<file path="src/rtl/fir_serial_mac_if.sv">
// Handshake and result bundle for fir_serial_mac: coefficient load, sample input, result output.
// The master side drives requests; the slave side is the filter core.
interface fir_serial_mac_if #(
    parameter int BW_IN   = 6,
    parameter int BW_COEF = 6,
    parameter int BW_OUT  = 8
);
    logic                      coef_load;
    logic                      coef_valid;
    logic signed [BW_COEF-1:0] coef_in;
    logic                      x_valid;
    logic signed [BW_IN-1:0]   x_in;
    logic                      x_ready;
    logic                      y_valid;
    logic signed [BW_OUT-1:0]  y_out;
    logic                      busy;

    modport master (
        output coef_load, coef_valid, coef_in, x_valid, x_in,
        input  x_ready, y_valid, y_out, busy
    );

    modport slave (
        input  coef_load, coef_valid, coef_in, x_valid, x_in,
        output x_ready, y_valid, y_out, busy
    );
endinterface

</file>
<file path="src/rtl/fir_serial_mac.sv">
// Time-multiplexed FIR core: one shared multiply-accumulate walks all taps per sample.
// Optional output saturation is enabled by defining FIR_SATURATE_EN; otherwise the output wraps.
module fir_serial_mac #(
    parameter int N_TAPS  = 5,
    parameter int BW_IN   = 6,
    parameter int BW_COEF = 6,
    parameter int BW_ACC  = 15,
    parameter int BW_OUT  = 8,
    parameter int SHIFT   = 0
) (
    input  logic            clk,
    input  logic            reset,
    fir_serial_mac_if.slave bus
);
    localparam int IDX_W  = $clog2(N_TAPS);
    localparam int PROD_W = BW_IN + BW_COEF;
    localparam logic [IDX_W-1:0] LAST_IDX = IDX_W'(N_TAPS - 1);

    typedef enum logic [1:0] {
        ST_IDLE = 2'd0,
        ST_LOAD = 2'd1,
        ST_MAC  = 2'd2,
        ST_DONE = 2'd3
    } state_t;

    state_t                    state_q, state_d;
    logic signed [BW_COEF-1:0] coef_q [N_TAPS];
    logic signed [BW_COEF-1:0] coef_d [N_TAPS];
    logic signed [BW_IN-1:0]   x_q    [N_TAPS];
    logic signed [BW_IN-1:0]   x_d    [N_TAPS];
    logic signed [BW_ACC-1:0]  acc_q, acc_d;
    logic [IDX_W-1:0]          idx_q, idx_d;
    logic [IDX_W-1:0]          cnt_q, cnt_d;
    logic signed [BW_OUT-1:0]  y_out_q, y_out_d;
    logic                      y_valid_q, y_valid_d;

    logic signed [PROD_W-1:0]  x_ext_s;
    logic signed [PROD_W-1:0]  c_ext_s;
    logic signed [PROD_W-1:0]  prod_s;
    logic signed [BW_ACC-1:0]  shifted_s;

    // Reduce the shifted accumulator to the output width (clamp or two's-complement wrap).
    function automatic logic signed [BW_OUT-1:0] scale_f(input logic signed [BW_ACC-1:0] v);
`ifdef FIR_SATURATE_EN
        logic [BW_ACC-BW_OUT:0] hi;
        hi = v[BW_ACC-1:BW_OUT-1];
        if ((&hi) || !(|hi)) begin
            scale_f = v[BW_OUT-1:0];
        end else if (v[BW_ACC-1]) begin
            scale_f = {1'b1, {(BW_OUT-1){1'b0}}};
        end else begin
            scale_f = {1'b0, {(BW_OUT-1){1'b1}}};
        end
`else
        scale_f = v[BW_OUT-1:0];
`endif
    endfunction

    assign x_ext_s   = PROD_W'(x_q[idx_q]);
    assign c_ext_s   = PROD_W'(coef_q[idx_q]);
    assign prod_s    = x_ext_s * c_ext_s;
    assign shifted_s = acc_q >>> SHIFT;

    assign bus.x_ready = (state_q == ST_IDLE) & ~bus.coef_load;
    assign bus.busy    = (state_q != ST_IDLE);
    assign bus.y_out   = y_out_q;
    assign bus.y_valid = y_valid_q;

    // Next-state and datapath updates for the load / accept / accumulate / emit sequence.
    always_comb begin
        state_d   = state_q;
        coef_d    = coef_q;
        x_d       = x_q;
        acc_d     = acc_q;
        idx_d     = idx_q;
        cnt_d     = cnt_q;
        y_out_d   = y_out_q;
        y_valid_d = 1'b0;
        case (state_q)
            ST_IDLE: begin
                // Load request takes priority over a pending sample.
                if (bus.coef_load) begin
                    state_d = ST_LOAD;
                    cnt_d   = IDX_W'(0);
                    for (int k = 0; k < N_TAPS; k++) begin
                        x_d[k] = BW_IN'(0);
                    end
                end else if (bus.x_valid) begin
                    state_d = ST_MAC;
                    for (int k = 1; k < N_TAPS; k++) begin
                        x_d[k] = x_q[k-1];
                    end
                    x_d[0] = bus.x_in;
                    acc_d  = BW_ACC'(0);
                    idx_d  = IDX_W'(0);
                end else begin
                    state_d = ST_IDLE;
                end
            end
            ST_LOAD: begin
                if (bus.coef_valid) begin
                    for (int k = 1; k < N_TAPS; k++) begin
                        coef_d[k] = coef_q[k-1];
                    end
                    coef_d[0] = bus.coef_in;
                    cnt_d     = cnt_q + IDX_W'(1);
                    if (cnt_q == LAST_IDX) begin
                        state_d = ST_IDLE;
                    end else begin
                        state_d = ST_LOAD;
                    end
                end else begin
                    state_d = ST_LOAD;
                end
            end
            ST_MAC: begin
                acc_d = acc_q + BW_ACC'(prod_s);
                idx_d = idx_q + IDX_W'(1);
                if (idx_q == LAST_IDX) begin
                    state_d = ST_DONE;
                end else begin
                    state_d = ST_MAC;
                end
            end
            ST_DONE: begin
                y_out_d   = scale_f(shifted_s);
                y_valid_d = 1'b1;
                state_d   = ST_IDLE;
            end
            default: begin
                state_d = ST_IDLE;
            end
        endcase
    end

    // State and datapath registers with synchronous reset.
    always_ff @(posedge clk) begin
        if (reset) begin
            state_q   <= ST_IDLE;
            acc_q     <= BW_ACC'(0);
            idx_q     <= IDX_W'(0);
            cnt_q     <= IDX_W'(0);
            y_out_q   <= BW_OUT'(0);
            y_valid_q <= 1'b0;
            for (int k = 0; k < N_TAPS; k++) begin
                coef_q[k] <= BW_COEF'(0);
                x_q[k]    <= BW_IN'(0);
            end
        end else begin
            state_q   <= state_d;
            acc_q     <= acc_d;
            idx_q     <= idx_d;
            cnt_q     <= cnt_d;
            y_out_q   <= y_out_d;
            y_valid_q <= y_valid_d;
            for (int k = 0; k < N_TAPS; k++) begin
                coef_q[k] <= coef_d[k];
                x_q[k]    <= x_d[k];
            end
        end
    end
endmodule

</file>
<file path="src/flat_wrapper.sv">
// flat-port wrapper written by rule: the top's interface ports become plain ports
module fir_serial_mac_flat 
#(
    parameter int N_TAPS  = 5,
    parameter int BW_IN   = 6,
    parameter int BW_COEF = 6,
    parameter int BW_ACC  = 15,
    parameter int BW_OUT  = 8,
    parameter int SHIFT   = 0
)
  (clk, reset, bus_coef_load, bus_coef_valid, bus_coef_in, bus_x_valid, bus_x_in, bus_x_ready, bus_y_valid, bus_y_out, bus_busy);
  fir_serial_mac_if #(.BW_IN(BW_IN), .BW_COEF(BW_COEF), .BW_OUT(BW_OUT)) bus_i ();
  input  logic clk;
  input  logic reset;
  input wire logic [$bits(bus_i.coef_load)-1:0] bus_coef_load;
  input wire logic [$bits(bus_i.coef_valid)-1:0] bus_coef_valid;
  input wire logic [$bits(bus_i.coef_in)-1:0] bus_coef_in;
  input wire logic [$bits(bus_i.x_valid)-1:0] bus_x_valid;
  input wire logic [$bits(bus_i.x_in)-1:0] bus_x_in;
  output wire logic [$bits(bus_i.x_ready)-1:0] bus_x_ready;
  output wire logic [$bits(bus_i.y_valid)-1:0] bus_y_valid;
  output wire logic [$bits(bus_i.y_out)-1:0] bus_y_out;
  output wire logic [$bits(bus_i.busy)-1:0] bus_busy;
  assign bus_i.coef_load = bus_coef_load;
  assign bus_i.coef_valid = bus_coef_valid;
  assign bus_i.coef_in = bus_coef_in;
  assign bus_i.x_valid = bus_x_valid;
  assign bus_i.x_in = bus_x_in;
  assign bus_x_ready = bus_i.x_ready;
  assign bus_y_valid = bus_i.y_valid;
  assign bus_y_out = bus_i.y_out;
  assign bus_busy = bus_i.busy;
  fir_serial_mac #(.N_TAPS(N_TAPS), .BW_IN(BW_IN), .BW_COEF(BW_COEF), .BW_ACC(BW_ACC), .BW_OUT(BW_OUT), .SHIFT(SHIFT)) u_core (.clk(clk), .reset(reset), .bus(bus_i));
endmodule
</file>
<file path="config.mk">
export PLATFORM = sky130hd
export DESIGN_NAME = fir_serial_mac_flat
export DESIGN_NICKNAME = d
export VERILOG_FILES = /design/src/rtl/fir_serial_mac_if.sv /design/src/rtl/fir_serial_mac.sv /design/src/flat_wrapper.sv
export SDC_FILE = /design/constraint.sdc
export NUM_CORES = 1
export LEC_CHECK = 0
export BUFFER_PORTS_ARGS = -buffer_cell sky130_fd_sc_hd__buf_2
export CORE_ASPECT_RATIO = 1.2
export CORE_MARGIN = 10
export CORE_UTILIZATION = 61
export CTS_CLUSTER_SIZE = 25
export DETAILED_ROUTE_END_ITERATION = 10
export GPL_ROUTABILITY_DRIVEN = 0
export PLACE_DENSITY = 0.86
export SETUP_SLACK_MARGIN = 0.02
export SYNTH_ARGS = -nofsm -noshare
export SYNTH_HDL_FRONTEND = slang
export SYNTH_SLANG_ARGS = --single-unit
</file>
<file path="constraint.sdc">
create_clock -name clk -period 7.74 [get_ports clk]
set_input_delay 0.387 -clock clk [delete_from_list [all_inputs] [get_ports clk]]
set_output_delay 0.387 -clock clk [all_outputs]
set_load 0.02 [all_outputs]
</file>
* Yosys cells after proc, flatten, opt, wreduce, memory -nomap -nowiden
Index checks and enable logic that the tools add are counted.
Storage, ports and cells: register bits 92, bits of input ports 17, output and inout bits 11, logic and storage cells 66
Operators by class: add/sub/neg operators 3, multipliers 1, magnitude comparators 1, eq/ne operators 9, mux-type cells 24, bitwise logic cells 3, reductions and logical operators 9
Operators by type and width (count):
- $mux 30 | 2
- $bmux 6 s3 | 2
- $mux 15 | 2
- $pmux 15 s2 | 1
- $mux 6 | 4
- $add 15x12->15 | 1
- $mul 6x6->12 | 1
- $mux 3 | 4
- $pmux 3 s2 | 2
- $ne 2x2->1 const B | 4
- $pmux 2 s4 | 1
- $reduce_bool 2->1 | 4
- $add 3x1->3 const B | 2
- $eq 3x3->1 const B | 2
- $reduce_and 3->1 | 2
- $eq 2x2->1 const B | 2
- $ge 4x4->1 const B | 1
- $mux 1 | 4
- $mux 2 | 2
- $not 3->4 | 1
- $reduce_and 2->1 | 2
- $eq 2x1->1 const B | 1
- $logic_not 2->1 | 1
- $and 1x1->1 | 1
- $not 1->1 | 1

* Depth between registers and ports, before layout
Gate-level depths: netlist of the first run.
word-level depth 7, depth in mapped cells 22, gate-level depth less buffers 19

* Least setup slack after synthesis of the first run
OpenSTA, ideal clock, no wires.
kind reg-to-reg, start point register u_core.idx_q[0], end point register u_core.acc_q[7], library setup time 0.117 ns, data arrival time 5.566 ns, data required time 7.623 ns, slack 2.057 ns, cell stages (with the launch flop) 21, buffers on the path 3, clock period less this slack 5.683 ns, path through dfxtp_1 -> buf_6 -> buf_6 -> buf_6 -> mux4_2 -> nor2b_1 -> a31oi_1 -> nand2_1 -> fa_1 -> fa_1 -> inv_1 -> fa_1 -> inv_1 -> fa_1 -> inv_1 -> ha_1 -> a21o_1 -> a21oi_1 -> xnor3_1 -> xnor3_1 -> a32o_1
On the way: cells in the longest elaborated chain, start to end 7, elaborated cells between the ends (all ways) 10, classes of those cells add/sub (1); mul (1); mux (7); bitwise (1)
RTL lines:
- start, declared | RTL line fir_serial_mac.sv:32 | logic [IDX_W-1:0] idx_q, idx_d;
- start signal, assigned | RTL line fir_serial_mac.sv:152 | idx_q <= idx_d;
- $not 3->4 (implied by the code) (*) | RTL line fir_serial_mac.sv:59, fir_serial_mac.sv:60
- $bmux 6 s3, on equally long branches | RTL line fir_serial_mac.sv:59, fir_serial_mac.sv:60
- $mux 6, on equally long branches (2 in a row) | RTL line fir_serial_mac.sv:59, fir_serial_mac.sv:60
- $mul 6x6->12 (*) | RTL line fir_serial_mac.sv:61 | assign prod_s = x_ext_s * c_ext_s;
- $add 15x12->15 (*) | RTL line fir_serial_mac.sv:117 | acc_d = acc_q + BW_ACC'(prod_s);
- $pmux 15 s2 (*) | RTL line fir_serial_mac.sv:79 | case (state_q)
- end signal, assigned | RTL line fir_serial_mac.sv:140 | acc_q <= BW_ACC'(0);
- end signal, assigned | RTL line fir_serial_mac.sv:151 | acc_q <= acc_d;
- end, declared | RTL line fir_serial_mac.sv:31 | logic signed [BW_ACC-1:0] acc_q, acc_d;
Mark *: on every way between the ends. The rest lies on a longest branch, timed or not. The select of a mux whose other input is x is not followed. A chain may end at the register's enable or synchronous reset.

* Worst setup path in the final report of the first run
start point register u_core.idx_q[1], end point register u_core.acc_q[7]
Same word-level chain as after synthesis.

==> flow_summary.json, run 1 <==
{
  "drt-total-wl_um": 9420,
  "die_y_um": 115,
  "path_max_fanout": 14,
  "p_per_area_nw_per_um2": 165,
  "grt_use_met1": 0.205,
  "root_buffer": "clkbuf_8",
  "io_pins": 28,
  "max_freq_mhz": 170,
  "cts_resized": 0,
  "crit_path_start_kind": "flip-flop",
  "hold_viol": 0,
  "cts.sinks": 85,
  "reg2reg_from": "u_core.idx_q[1]",
  "drv_cap": 0,
  "yosys_warnings": 0,
  "die-width_um": 99.4,
  "ff_latch_area_sq_um": 1700,
  "drc": 0,
  "met3_usage": 0.0342,
  "hpwl_um": 6520,
  "layout_setup_ws_ns": 1.87,
  "min_period_ns": 5.87,
  "ant_nets": 0,
  "cts_hold_buf": 0,
  "io_buffer_count": 27,
  "coreArea_sq_um": 7320,
  "cts_setup_buffers": 0,
  "finalSetupViolations": 0,
  "synth_ff_type": "dfxtp_1",
  "min_path_cells": 3,
  "syn_avg_cell_area_sq_um": 8.60,
  "rsz0062_at_grt": "false",
  "grt_antenna_before_repair": 0,
  "p_leak_uw": 0.00186,
  "initial_utilization": 0.630,
  "top_usage_layer": "met2",
  "row_count": 34,
  "arrival_ns": 6.14,
  "crit_required_ns": 8.00,
  "async_reset_ff_frac": 0,
  "multi_input_area_sq_um": 2620,
  "synth_top_area_frac": 0.369,
  "globalRouteMet2Util": 0.289,
  "rr_worst_depth": 17,
  "vias_per_cell": 5.68,
  "clk_pin_slew_ns": 0.09,
  "cts_max_level": 3,
  "p_total_uw": 809,
  "numCtsBuffers": 9,
  "slew_headroom": 0.172,
  "first_iter_violations": 240,
  "r2r_setup_slack_ns": 1.87,
  "netlist_instances": 536,
  "end_kind": "flip-flop",
  "synth_edf_count": 0,
  "worstMarginPinSlew_ns": 1.24,
  "gr-usage-all-layers": 0.170,
  "num-fill-cells": 598,
  "clock_skew_ns": 0.0135,
  "fin_tns_setup_ns": 0,
  "r2r-end": "u_core.acc_q[7]",
  "yosys-top-cells-count": "85 x dfxtp_1, 85 x nand2_1, 55 x nor2_1",
  "syn-cell-area_sq_um": 4610,
  "firstDrtPassIters": 5,
  "syn_to_final_growth_pct": 6.32,
  "final_layout_size_suffix_gt1_frac": 0.119,
  "dieArea_sq_um": 11500,
  "grt_max_degree": 87,
  "synth_top_area_cell": "dfxtp_1",
  "pre_cts_ws_ns": 1.89,
  "cts_tree": "built",
  "peakVddDrop_mv": 0.139,
  "synth_cell_types": 41,
  "clock_latency_ns": 0.36,
  "ys_seq_area_frac": 0.369,
  "min_period_over_period": 0.759,
  "grt_pass1_wl_um": 16300,
  "outcome": "finished clean",
  "grt_pass1_vias": 3477,
  "vias": 3617,
  "grt-ovfl-total": 0,
  "hp-start": "bus_coef_in[5]",
  "slew_viol_final": 0,
  "synth_nets": 594,
  "antennaDiodeCount": 0,
  "hold_end": "u_core.coef_q[29]",
  "detail_route.wl_per_cell_um": 14.8,
  "hold_class": "in -> reg",
  "synthTopCellsByArea": "dfxtp_1 37%, fa_1 7.8%, nand2_1 6.9%, ha_1 6.2%, a21oi_1 5.9%",
  "path_class": "reg -> reg",
  "clock_path_buffers": 2,
  "finalNetCount": 600,
  "ys_ff_latch": 85
}
-- placed cells by master, fill, tap and decap left out, types with 3 or more instances in the layout --
cell and count:
xnor2_1 9, o21ai_0 5, xor2_1 4, a31oi_1 5, fa_1 18, a22oi_1 31
o21a_1 4, nor2b_1 7, or2_2 5, nand2b_1 5, a21o_1 4, nand3b_1 3
mux2i_1 13, clkinvlp_4 3, dfxtp_1 85, buf_2 27, o22ai_1 4, inv_1 37
ha_1 23, buf_4 3, mux4_2 5, nor2_1 55, nand2_1 85, nand3_1 18
clkbuf_8 9, a21oi_1 54
-- cell type report --
cell class | count | share of cell area
multi-input combinational | 379 | 0.534
sequential | 85 | 0.347
timing repair buffer | 30 | 0.0322
inverter | 37 | 0.0283
clock buffer | 9 | 0.0253
tap | 90 | 0.0230
clock inverter | 7 | 0.0102
-- per-stage QoR --
step | area, sq um | hold WS (ns) | util | std cells
final | 4900 | 0.252 | 0.670 | 637
after floorplan | 4610 | 0.432 | - | 536
after global placement | 4730 | 0.443 | 0.646 | 621
after detailed placement | 4730 | 0.444 | 0.646 | 621
after global routing | 4900 | 0.254 | 0.670 | 637
after CTS | 4900 | 0.240 | 0.670 | 637
-- routing by layer --
| metal | share of wire | routed length (um) | vias up |
|---|---|---|---|
| met5 | 0 | 0 | - |
| met4 | 0.017 | 164 | 0 |
| met3 | 0.035 | 329 | 14 |
| met2 | 0.52 | 4880 | 65 |
| met1 | 0.43 | 4040 | 1732 |
| li1 | - | - | 1806 |
-- sequential cells by signal, summed over array words and instances (netlist names) --
signal / count
u_core.x_q: 30
u_core.acc_q: 8
u_core.idx_q: 3
u_core.bus.y_valid: 1
u_core.coef_q: 30
u_core.cnt_q: 3
u_core.state_q: 2
u_core.bus.y_out: 8
-- where the power goes --
group / internal [uW] / leakage, uW / switching [uW]
clock network: 117 / 0.0000816 / 163
logic: 25.3 / 0.00110 / 53.6
registers: 442 / 0.000686 / 8.24
-- worst max-delay path, stage by stage (launching register included) --
cell,delay [ns]
dfxtp_1,0.73
mux4_2,0.39
nor2b_1,0.14
a31oi_1,0.48
nand2_1,0.16
fa_1,0.54
fa_1,0.55
inv_1,0.05
fa_1,0.52
inv_1,0.05
fa_1,0.53
inv_1,0.04
ha_1,0.32
a21o_1,0.16
a21oi_1,0.14
xnor3_1,0.40
xnor3_1,0.35
a32o_1,0.20
-- cells by family (layout without fill, tap and decap cells) --
family | Yosys count | after routing | share of synthesized area
and+or+nand+nor | 188 | 188 | 0.178
AOI/OAI and AO/OA | 115 | 115 | 0.157
DFF | 85 | 85 | 0.369
buffers and inverters | 72 | 83 | 0.0640
adders and majority gates | 41 | 41 | 0.141
muxes | 20 | 20 | 0.0575
xor gates and xnor gates | 15 | 15 | 0.0345
-- how the worst max path moves through the flow --
stage | slack, ns | depth (start not counted) | start | to
2_1_floorplan | 2.06 | 20 | u_core.idx_q[0] | u_core.acc_q[7]
3_3_place_gp | 1.99 | 18 | u_core.idx_q[0] | u_core.acc_q[7]
3_5_place_dp | 1.89 | 17 | u_core.idx_q[1] | u_core.acc_q[7]
4_1_cts | 1.88 | 17 | u_core.idx_q[1] | u_core.acc_q[7]
5_1_grt | 1.55 | 17 | u_core.idx_q[1] | u_core.acc_q[7]
6_report | 1.87 | 17 | u_core.idx_q[1] | u_core.acc_q[7]
No activity file was read; power rests on OpenSTA's default activity.
==> inputs of run 2 (changes only) <==
CORE_UTILIZATION = 55   (was 61)
PLACE_DENSITY = 0.82   (was 0.86)
clock period = 5.09 ns   (was 7.74 ns; I/O delays follow)
==> flow_summary.json, run 2 (synthesis gave the netlist of run 1 again) <==
{
  "drv_cap": 0,
  "antennaDiodeCount": 0,
  "finalSetupViolations": 0,
  "final_layout_size_suffix_gt1_frac": 0.193,
  "drc": 0,
  "cts_tree": "built",
  "drt-total-wl_um": 9990,
  "final_common_cell": "nand2_1",
  "cpPeakStageDelay_ns": 0.56,
  "row_count": 36,
  "cts_hold_buf": 0,
  "slew_headroom": 0.203,
  "min_period_over_period": 0.980,
  "io_buffer_count": 27,
  "vias_per_cell": 5.54,
  "root_buffer": "clkbuf_8",
  "rsz0062_at_grt": "true",
  "clk_pin_slew_ns": 0.08,
  "die_y_um": 120,
  "worstMarginPinSlew_ns": 1.20,
  "p_per_area_nw_per_um2": 246,
  "cpMaxStageDelayCell": "fa_1",
  "cts_max_level": 3,
  "cts.sinks": 85,
  "grt_pass1_wl_um": 16500,
  "reg_top3": "u_core.coef_q: 30 flops, u_core.x_q: 30 flops",
  "multi_input_area_sq_um": 2720,
  "hold_class": "in -> reg",
  "coreArea_sq_um": 8150,
  "gr-usage-all-layers": 0.156,
  "grt-ovfl-total": 0,
  "slew_viol_final": 0,
  "io_pins": 28,
  "clock_skew_ns": 0.0142,
  "dieArea_sq_um": 12500,
  "grt_antenna_before_repair": 0,
  "grt_max_degree": 87,
  "clock_latency_ns": 0.36,
  "detail_route.wl_per_cell_um": 14.6,
  "num-fill-cells": 661,
  "end_kind": "flip-flop",
  "first_iter_violations": 239,
  "max_freq_mhz": 200,
  "arrival_ns": 5.24,
  "syn_to_final_growth_pct": 14.3,
  "clock_path_buffers": 2,
  "crit_path_start_kind": "flip-flop",
  "outcome": "finished clean",
  "vias": 3792,
  "firstDrtPassIters": 5,
  "numCtsBuffers": 9,
  "p_leak_uw": 0.00203,
  "path_max_fanout": 5,
  "path_cells": "clkbuf_4, buf_4, mux2i_1, o22ai_1, a31oi_1, buf_4, nor2_1, fa_1, inv_1, fa_1, fa_1, fa_2, xor2_1, xnor2_1, xnor2_1, xnor2_1, xnor3_1, a32o_1",
  "peakVddDrop_mv": 0.255,
  "ant_nets": 0,
  "min_period_ns": 4.99,
  "ff_latch_area_sq_um": 1710,
  "initial_utilization": 0.566,
  "hold_ws_ns": 0.119,
  "hold_viol": 0,
  "die-width_um": 104,
  "hpwl_um": 6920,
  "path_class": "reg -> reg",
  "finalNetCount": 625,
  "crit_required_ns": 5.34,
  "grt_pass1_vias": 3705,
  "final_cell_mix": "84 x nand2_1, 82 x dfxtp_1, 55 x nor2_1",
  "final_util": 0.647
}
-- run 2: per-layer routing --
layer,share of wire,GRT usage,vias up
li1,-,-,1867
met1,0.42,0.174,1783
met2,0.50,0.271,113
met3,0.047,0.0308,29
met4,0.036,0.0963,0
met5,0,0,-
-- run 2: worst max-delay path: cells and delay by family (launching register included) --
family	cells	cell delay, ns
fa+ha+maj	4	1.92
xor+xnor	5	1.20
buf+inv	4	0.57
compound gates	3	0.53
flops	1	0.39
mux	1	0.22
simple gates	1	0.05
-- run 2: layout make-up --
type	count	area share
multi-input combinational	379	0.516
sequential	85	0.324
timing repair buffer	55	0.0700
tap	114	0.0271
clock buffer	11	0.0268
inverter	37	0.0263
clock inverter	4	0.00925
-- run 2: power breakdown --
part	internal, uW	switching, uW
combinational	55.7	89.4
sequential	672	11.9
clock	237	229
total	964	330
-- run 2: worst paths after layout --
path / cells after the start / end / slack [ns] / start
worst min register to register: 2 / u_core.bus.y_out[3] / 0.46 / u_core.bus.y_out[3]
worst max-delay path: 18 / u_core.acc_q[7] / 0.10 / u_core.idx_q[0]
worst max register to register: 18 / u_core.acc_q[7] / 0.10 / u_core.idx_q[0]
worst min-delay path: 3 / u_core.coef_q[27] / 0.12 / bus_coef_in[3]
-- run 2: per-stage QoR --
step / worst slack, ns / setup TNS, ns / cell area [sq um] / total power, uW / cells
floorplan: 0.0639 / 0 / 4650 / 796 / 536
global placement: 0.0519 / 0 / 4880 / 823 / 656
detailed placement: -0.0941 / -0.0941 / 4880 / 827 / 656
CTS: 0.0497 / 0 / 5070 / 1280 / 671
global route: -0.0337 / -0.0337 / 5270 / 1340 / 685
finish: 0.102 / 0 / 5270 / 1290 / 685
-- run 2: what timing repair did --
action / in CTS / in global routing
pin swaps: 0 / 12
gates resized for setup: 2 / 25
setup buffers: 0 / 14
endpoints found under the setup margin: 1 / 1
==> inputs of run 3 (changes only) <==
MAX_ROUTING_LAYER = met4   (was default)
==> flow_summary.json, run 3 (synthesis gave the netlist of run 1 again) <==
{
  "path_class": "reg -> reg",
  "vias": 3754,
  "slew_viol_final": 0,
  "outcome": "finished clean",
  "ff_latch_area_sq_um": 1710,
  "hold_class": "in -> reg",
  "slew_headroom": 0.182,
  "reg_top3": "u_core.coef_q: 30 flops, u_core.x_q: 30 flops",
  "max_freq_mhz": 203,
  "final_common_cell": "nand2_1",
  "finalNetCount": 619,
  "grt-ovfl-total": 0,
  "detail_route.wl_per_cell_um": 14.5,
  "layout_setup_ws_ns": 0.171,
  "first_iter_violations": 258,
  "io_pins": 28,
  "vias_per_cell": 5.53,
  "hold_viol": 0,
  "initial_utilization": 0.566,
  "hp-start": "bus_coef_in[3]",
  "cts_tree": "built",
  "hold_ws_ns": 0.121,
  "end_kind": "flip-flop",
  "drv_cap": 0,
  "clock_path_buffers": 2,
  "clock_skew_ns": 0.0136,
  "crit_path_start_kind": "flip-flop",
  "cts.sinks": 85,
  "drc": 0,
  "pre_cts_ws_ns": -0.0941,
  "min_period_ns": 4.92,
  "final_layout_size_suffix_gt1_frac": 0.168,
  "rr_worst_depth": 16,
  "worstMarginPinSlew_ns": 1.23,
  "gr-usage-all-layers": 0.161,
  "r2r-end": "u_core.acc_q[7]",
  "reg2reg_from": "u_core.idx_q[0]",
  "grt_antenna_before_repair": 0,
  "root_buffer": "clkbuf_8",
  "final_cell_mix": "85 x nand2_1, 82 x dfxtp_1, 55 x nor2_1",
  "io_buffer_count": 27,
  "peakVddDrop_mv": 0.248,
  "hpwl_um": 6920,
  "p_per_area_nw_per_um2": 248,
  "drt-total-wl_um": 9830,
  "die_y_um": 120,
  "arrival_ns": 5.18,
  "grt_pass1_vias": 3705,
  "hold_end": "u_core.coef_q[27]",
  "num-fill-cells": 694,
  "fin_tns_setup_ns": 0,
  "clock_latency_ns": 0.36,
  "ant_nets": 0,
  "multi_input_area_sq_um": 2690,
  "grt_max_degree": 87,
  "path_max_fanout": 6,
  "p_leak_uw": 0.00197,
  "antennaDiodeCount": 0,
  "row_count": 36,
  "coreArea_sq_um": 8150,
  "die-width_um": 104,
  "dieArea_sq_um": 12500,
  "grt_pass1_wl_um": 16500,
  "clk_pin_slew_ns": 0.08,
  "finalSetupViolations": 0,
  "r2r_setup_slack_ns": 0.17,
  "numCtsBuffers": 9,
  "crit_required_ns": 5.35,
  "firstDrtPassIters": 5,
  "cts_max_level": 3,
  "syn_to_final_growth_pct": 12.2,
  "final_util": 0.635,
  "min_period_over_period": 0.966,
  "min_path_cells": 3
}
-- run 3: cell count changes in the layout (fill, tap and decap cells not counted), sizes merged --
cell / delta
buf: -5
clkbuf: -1
-- run 3: worst max-delay path: stages (launching register included) --
cell and delay, ns:
dfxtp_4 0.41, buf_4 0.17, mux2_2 0.35, a32oi_2 0.20, o21a_1 0.26, nor2_1 0.09
fa_1 0.48, inv_1 0.05, fa_1 0.56, fa_1 0.45, fa_1 0.46, xor2_1 0.22
xnor2_1 0.16, xnor2_1 0.16, xnor2_1 0.18, xnor3_1 0.43, a32o_1 0.20
-- run 3: cell type report --
| type | count | share of cell area |
|---|---|---|
| Multi-Input combinational cell | 379 | 0.520 |
| Sequential cell | 85 | 0.331 |
| Timing Repair Buffer | 49 | 0.0588 |
| Tap cell | 114 | 0.0276 |
| Clock buffer | 11 | 0.0273 |
| Inverter | 37 | 0.0268 |
| Clock inverter | 4 | 0.00943 |
-- run 3: where the power goes --
| part | leakage, uW | switching, uW | total [uW] | internal [uW] |
|---|---|---|---|---|
| Combinational | 0.00119 | 86.2 | 135 | 48.7 |
| Clock | 0.0000992 | 229 | 466 | 237 |
| Sequential | 0.000688 | 12.5 | 684 | 672 |
-- run 3: how the worst max path moves through the flow --
stage / end / from / slack [ns] / cells after the start
2_1_floorplan: u_core.acc_q[7] / u_core.idx_q[0] / 0.06 / 20
3_3_place_gp: u_core.acc_q[7] / u_core.idx_q[1] / 0.05 / 15
3_5_place_dp: u_core.acc_q[7] / u_core.idx_q[1] / -0.09 / 15
4_1_cts: u_core.acc_q[7] / u_core.idx_q[0] / 0.05 / 16
5_1_grt: u_core.acc_q[7] / u_core.idx_q[0] / -0.005 / 16
6_report: u_core.acc_q[7] / u_core.idx_q[0] / 0.17 / 16
-- run 3: per-stage QoR --
| stage | cell area, sq um | total power, uW | instances |
|---|---|---|---|
| 2_1_floorplan | 4650 | 796 | 536 |
| 3_3_place_gp | 4880 | 823 | 656 |
| 3_5_place_dp | 4880 | 827 | 656 |
| 4_1_cts | 5070 | 1280 | 671 |
| 5_1_grt | 5170 | 1330 | 679 |
| 6_report | 5170 | 1280 | 679 |
-- run 3: what timing repair did --
item | in CTS | in global routing
setup endpoints to repair | 1 | 1
resized for setup | 2 | 13
hold buffers | 0 | 0
pin swaps | 0 | 5
setup buffers | 0 | 8
-- run 3: per-layer routing --
metal | wire length [um] | vias to the layer above | share of wire | track usage
li1 | - | 1849 | - | -
met1 | 4260 | 1791 | 0.43 | 0.176
met2 | 4960 | 86 | 0.50 | 0.269
met3 | 302 | 28 | 0.031 | 0.0298
met4 | 307 | 0 | 0.031 | 0.0963
met5 | 0 | - | 0 | -
